### config.mk
export PLATFORM = sky130hd
export DESIGN_NAME = reset_sequencer
export DESIGN_NICKNAME = d
export VERILOG_FILES = /design/src/rtl/reset_sequencer.sv
export SDC_FILE = /design/constraint.sdc
export NUM_CORES = 1
export LEC_CHECK = 0
export CORE_UTILIZATION = 61
export DETAILED_ROUTE_END_ITERATION = 7
export GPL_TIMING_DRIVEN = 1
export PLACE_DENSITY = 0.81
export SLEW_MARGIN = 5
export SYNTH_ARGS = -nofsm -noshare
export SYNTH_HDL_FRONTEND = slang
export SYNTH_SLANG_ARGS = --single-unit
### constraint.sdc
create_clock -name clk -period 3.15 [get_ports clk]
set_input_delay 0.63 -clock clk [delete_from_list [all_inputs] [get_ports clk]]
set_output_delay 0.63 -clock clk [all_outputs]
set_load 0.02 [all_outputs]
### src/rtl/reset_sequencer.sv
// Ordered reset-release controller with a four-phase soft-reset handshake.
// After rst_n (or an accepted soft request) every domain reset is asserted,
// then the domains are released one at a time, lowest index first. Before
// each release the sequencer waits a fixed gap of GAP_CYCLES clocks.
module reset_sequencer #(
   parameter int unsigned CLOCK_HZ     = 48000000,
   parameter int unsigned STAGE_GAP_NS = 1000000,
   parameter int unsigned STAGES       = 3
) (
   input  logic              clk,
   input  logic              rst_n,
   input  logic              soft_req,
   output logic              soft_ack,
   output logic [STAGES-1:0] stage_rst,
   output logic              all_ready,
   output logic              busy
);

   // A 64-bit product keeps large CLOCK_HZ * STAGE_GAP_NS values from overflowing.
   localparam longint unsigned GAP_L =
      (longint'(STAGE_GAP_NS) * longint'(CLOCK_HZ)) / 64'd1000000000;
   localparam int unsigned GAP_CYCLES = int'(GAP_L);
   localparam int          CNT_W      = $clog2(GAP_CYCLES + 1);
   localparam int          IDX_W      = $clog2(STAGES + 1);
   localparam logic [CNT_W-1:0] CNT_RELOAD = CNT_W'(GAP_CYCLES - 1);
   localparam logic [IDX_W-1:0] IDX_LAST   = IDX_W'(STAGES - 1);

   if (GAP_CYCLES < 1) begin : g_bad_gap
      $error("reset_sequencer: GAP_CYCLES must be >= 1");
   end
   if (STAGES < 1 || STAGES > 16) begin : g_bad_stages
      $error("reset_sequencer: STAGES must be in 1..16");
   end

   typedef enum logic [1:0] {
      ST_ASSERT,
      ST_RELEASE,
      ST_DONE
   } state_e;

   state_e            state_q, state_d;
   logic [CNT_W-1:0]  cnt_q, cnt_d;
   logic [IDX_W-1:0]  idx_q, idx_d;
   logic [STAGES-1:0] stage_rst_q, stage_rst_d;
   logic              soft_run_q, soft_run_d;   // current sequence was started by soft_req
   logic              soft_ack_q, soft_ack_d;
   logic              busy_q, all_ready_q;

   // Next-state logic: gap countdown, in-order release, soft-request handshake.
   always_comb begin
      // NOTE: every variable gets a default before the case so no path leaves
      // it unassigned; otherwise synthesis infers a latch.
      state_d     = state_q;
      cnt_d       = cnt_q;
      idx_d       = idx_q;
      stage_rst_d = stage_rst_q;
      soft_run_d  = soft_run_q;
      soft_ack_d  = soft_ack_q;

      unique case (state_q)
         ST_ASSERT: begin
            if (cnt_q == '0) begin
               stage_rst_d[0] = 1'b0;
               cnt_d          = CNT_RELOAD;
               if (STAGES == 1) begin
                  state_d = ST_DONE;
               end else begin
                  idx_d   = IDX_W'(1);
                  state_d = ST_RELEASE;
               end
            end else begin
               cnt_d = cnt_q - CNT_W'(1);
            end
         end

         ST_RELEASE: begin
            if (cnt_q == '0) begin
               for (int k = 0; k < int'(STAGES); k++) begin
                  if (idx_q == IDX_W'(k)) stage_rst_d[k] = 1'b0;
               end
               cnt_d = CNT_RELOAD;
               if (idx_q == IDX_LAST) begin
                  state_d = ST_DONE;
               end else begin
                  idx_d = idx_q + IDX_W'(1);
               end
            end else begin
               cnt_d = cnt_q - CNT_W'(1);
            end
         end

         ST_DONE: begin
            if (soft_ack_q && !soft_req) begin
               soft_ack_d = 1'b0;
            end else if (!soft_ack_q && soft_req) begin
               stage_rst_d = '1;
               cnt_d       = CNT_RELOAD;
               idx_d       = '0;
               soft_run_d  = 1'b1;
               state_d     = ST_ASSERT;
            end
         end

         default: state_d = ST_ASSERT;
      endcase

      // Completion edge: acknowledge only sequences started by soft_req.
      if (state_d == ST_DONE && state_q != ST_DONE) begin
         soft_ack_d = soft_run_q;
         soft_run_d = 1'b0;
      end
   end

   // State and registered outputs; rst_n aborts any sequence immediately.
   always_ff @(posedge clk or negedge rst_n) begin
      if (!rst_n) begin
         state_q     <= ST_ASSERT;
         cnt_q       <= CNT_RELOAD;
         idx_q       <= '0;
         stage_rst_q <= '1;
         soft_run_q  <= 1'b0;
         soft_ack_q  <= 1'b0;
         busy_q      <= 1'b1;
         all_ready_q <= 1'b0;
      end else begin
         // NOTE: non-blocking assignments make every register update from
         // pre-edge values, so statement order cannot create races.
         state_q     <= state_d;
         cnt_q       <= cnt_d;
         idx_q       <= idx_d;
         stage_rst_q <= stage_rst_d;
         soft_run_q  <= soft_run_d;
         soft_ack_q  <= soft_ack_d;
         busy_q      <= (state_d != ST_DONE);
         all_ready_q <= (state_d == ST_DONE);
      end
   end

   assign stage_rst = stage_rst_q;
   assign soft_ack  = soft_ack_q;
   assign busy      = busy_q;
   assign all_ready = all_ready_q;

endmodule
Word level (Yosys, flattened, before mapping). Index checks and enable logic that the tools add are counted. Widths: inputs -> output; s select.

Register bits after elaboration: 27. Bits of input ports: 3. Output and inout port bits: 6. Logic and storage cells: 82.

$add $sub $neg: 2. Equal/unequal tests: 16. Muxes and demuxes: 32. Reduce and logical (&&, ||, !) cells: 22.

Operators by type and width (count): $mux 16 (3); $pmux 16 s2 (1); $mux 2 (10); $ne 2x2->1 const B (10); $logic_not 16->1 (1); $sub 16x1->16 const B (1); $pmux 2 s3 (2); $reduce_and 6->1 (2); $mux 1 (11); $reduce_and 5->1 (2); $reduce_bool 2->1 (5); $mux 3 (3); $eq 2x2->1 const B (3); $reduce_and 3->1 (2); $eq 2x1->1 const B (2); $logic_not 2->1 (2); $pmux 2 s2 (1); $logic_and 1x1->1 (3); $pmux 1 s3 (1); $reduce_bool 3->1 (1); $add 2x1->2 const B (1); $logic_not 1->1 (2); $ne 2x1->1 const B (1); $reduce_and 2->1 (1); $reduce_or 2->1 (1).

Longest topological paths before layout.
Word-level depth: 9. Gate-level depth with buffers: 9. Depth with buffers taken out: 8.

Worst setup path before layout. OpenSTA, ideal clock, no wires.

Path type: flip-flop to flip-flop. Start: register cnt_q[0]. End: register stage_rst_q[0], in the netlist stage_rst[0]. Library setup time: 0.085 ns. Arrival: 1.884 ns. Data required time: 3.065 ns. Slack: 1.181 ns. Cell stages (with the launch flop): 9. Buffers on the path: 1. Period minus slack after synthesis: 1.969 ns. Cells stage by stage: dfstp_2 inv_1 ha_1 nor3b_2 and4_1 buf_4 and2_0 o21ai_1 mux2_1.

Word-level cells in the longest chain between the ends: 3. Elaborated cells on any way between the ends: 4. Those cells by class: eq/ne (2); reduce/logical (2).

RTL lines: from (decl) (line 42) `logic [CNT_W-1:0] cnt_q, cnt_d;`; from (signal assigned) (line 129) `cnt_q <= cnt_d;`; $logic_not 16->1 (*) (line 62, 77); $ne 2x2->1 (no line); $reduce_and 6->1 (no line) (*); to (signal assigned) (line 131) `stage_rst_q <= stage_rst_d;`; to (decl) (line 44) `logic [STAGES-1:0] stage_rst_q, stage_rst_d;`.

Mark *: on every way between the ends. The rest lies on a longest branch, timed or not. A chain may end at the register's enable or synchronous reset.

Final worst setup path.
Start: input port soft_req. End: register cnt_q[14].

Word-level cells in the longest chain between the ends: 4. Elaborated cells on any way between the ends: 6. Those cells by class: eq/ne (2); reduce/logical (4).

RTL lines: from (decl) (line 12) `input logic soft_req,`; $logic_not 1->1 (line 93) `if (soft_ack_q && !soft_req) begin`; $logic_and 1x1->1 (line 93); $ne 2x2->1 (no line); $reduce_and 3->1 (no line) (*).

Marked as above.

==> flow_metrics.tcl <==
set metrics [dict create \
    status "finished clean" \
    critPathCaptureType "register" \
    mappedNetlistArea_um2 1630 \
    core_area_um2 2500 \
    ys_top_cells_by_count "dfstp_2 (17), a21oi_1 (12), nor2_1 (12), dfrtp_1 (10), nand2_1 (10)" \
    cp.arrival_ns 2.54 \
    setup_viol 0 \
    initial_utilization_pct 65.4 \
    route.detailed.drc 0 \
    area_delta_synth_final_pct 7.58 \
    combPwrFrac_pct 2.0 \
    ys_top_cells_by_area "dfstp_2 (27%), dfrtp_1 (15%), ha_1 (6.1%)" \
    gp_congestion 0.841 \
    ir_worst_vdd_v 0.000223 \
    p_int_uw 401 \
    viasPerCell 6.08 \
    clkTransAtPathRegs_ns 0.14 \
    cts_tree "done" \
    grt_antenna_before_repair 0 \
    die_w_um 53.8 \
    cts_buffers 3 \
    cts_root_buffer "clkbuf_4" \
    drive_above_1_share_pct 22.4 \
    yosysTopAreaCellShare_pct 27.3 \
    crit_required_ns 3.37 \
    wl_mm 2.99 \
    worstSkewPairLatency_ns 0.32 \
    grt.total_usage_pct 23.8 \
    rsz0062_at_grt "no" \
    grt_pass1_wl_mm 4.98 \
    post_cts.repair.setup_buffers 0 \
    leakagePower_nw 0.793 \
    synth_most_common_cell "dfstp_2" \
    syn_nets 170 \
    nets 177 \
    die_area_um2 2890 \
    place_inst 191 \
    critPathLaunchType "input pin" \
    ios 9 \
    dr.pass1.iters 4 \
    syn_area_per_cell_um2 10.3 \
    p_per_area_nw_per_um2 288 \
    p_switching_uw 106 \
    clockPowerShare_pct 29.3 \
    maxCapViolCount 0 \
    fin_total_pwr_uw 506 \
    synth_top_cell_by_area "dfstp_2" \
    grt.overflow.total 0 \
    slew_headroom_pct 52.2 \
    ant_nets 0 \
    grt_max_degree 28 \
    hold_class "register to register" \
    cts_sinks 27 \
    place_area_um2 1730 \
    antenna_cells 0 \
    clk_path_buf_depth 2 \
    ys_seq_area_share_pct 42.6 \
    tns_ns 0 \
    tightest_slew_ns 0.717 \
    synthArstFlopShare_pct 100 \
    hold_violations 0 \
    path_max_fanout 8 \
    dp_hpwl_mm 2.22 \
    grt_pass1_vias 1120 \
    rows 18 \
    finalNonFillerCells 195 \
    synth_ff_type "dfstp_2" \
    synth_cell_types 48 \
    min_period_over_period_pct 73.6 \
    period_needed_ns 2.32 \
    final_cell_area_um2 1760 \
    cts_resized 0 \
    slew_violations 0 \
    htree_levels 1 \
    yosysWarnings 0 \
    via_count 1185 \
    synth_edf_count 0 \
    fin_worst_skew_ns 0.00593 \
    seqPwrFrac_pct 68.7 \
    io_buffers 8 \
    fmax_mhz 431 \
    fillCellCount 182 \
    drt-wirelength-per-cell_um 15.3 \
    synth_cells 159 \
    drtIter0Drc 25 \
    cts.hold.buffers_added 0 \
    switching_share_pct 20.9 \
    die_h_um 53.8 \
    path_class "input pin to register" \
    synth_seq_cells 27 \
]
-- placed cells by master, fill, tap and decap left out, drive strengths merged, types with 2 or more instances in the layout --
cell / count
a2111oi: 2
a21oi: 13
a31oi: 4
a41oi: 3
buf: 2
clkbuf: 4
clkdlybuf4s50: 8
dfrtp: 10
dfstp: 17
ha: 8
inv: 10
mux2: 2
mux2i: 2
nand2: 10
nand2b: 5
nand3: 7
nand3b: 2
nor2: 12
nor2b: 3
nor3: 3
nor4: 4
nor4bb: 2
o21ai: 4
o22a: 2
xor2: 8
-- flip-flops by register name (all words and copies together), names as in the netlist --
signal      flops
cnt_q          16
stage_rst       3
idx_q           2
state_q         2
all_ready       1
busy            1
soft_ack        1
soft_run_q      1
-- worst max-delay path, cell delays in order --
cell and delay (ns):
clkdlybuf4s50_1 0.48, nand2b_1 0.23, a2111oi_2 0.76, nand4b_1 0.20, xor2_1 0.18, nor2_1 0.05
-- layout make-up --
class                      instances  area [um^2]  area share [%]
clock buffer                       4         26.3            1.49
inverter                          10         37.5            2.14
multi-input combinational        114          865            49.2
sequential                        27          697            39.6
tap                               30         37.5            2.14
timing repair buffer              10         95.1            5.41
-- power by group through the flow --
stage	combinational (mW)	clock [mW]	sequential [mW]
detailed placement	0.0105	0	0.353
global route	0.0119	0.163	0.348
floorplan	0.000200	0	0.353
CTS	0.0105	0.153	0.348
finish	0.00999	0.148	0.348
global placement	0.0103	0	0.353
-- per-layer routing --
metal / wire length [um] / track usage (%)
met4: 14 / 7.89
met3: 45 / 2.82
met5: 0 / 0
met1: 1390 / 31.2
met2: 1540 / 40.3
-- worst paths after layout --
check / start / to / slack (ns) / cells past startpoint
setup / recovery: soft_req / cnt_q[14] / 0.83 / 6
setup reg to reg: state_q[0] / cnt_q[14] / 0.95 / 6
max in group asynchronous: rst_n / cnt_q[0] / 2.18 / 2
min in group asynchronous: rst_n / cnt_q[14] / 0.66 / 2
hold reg to reg: soft_run_q / soft_run_q / 0.53 / 1
hold / removal: soft_run_q / soft_run_q / 0.53 / 1
-- cell families (layout without fill, tap and decap cells) --
family,Yosys count,after routing,synth area share (%)
simple gates,57,57,22.6
compound gates,36,36,16.8
flops,27,27,42.6
buf+inv,18,24,4.44
xor+xnor,9,9,4.82
fa+ha+maj,8,8,6.13
mux,4,4,2.60
-- through the flow --
stage                     hold slack, ns  setup slack [ns]  utilization (%)
after CTS                          0.529             0.849             70.3
after global routing               0.576             0.725             70.3
after global placement             0.488             0.540             69.3
after detailed placement           0.496             0.493             69.3
final                              0.526             0.832             70.3
after floorplan                    0.334              1.18                -
Power figures use the tool's default switching activity.
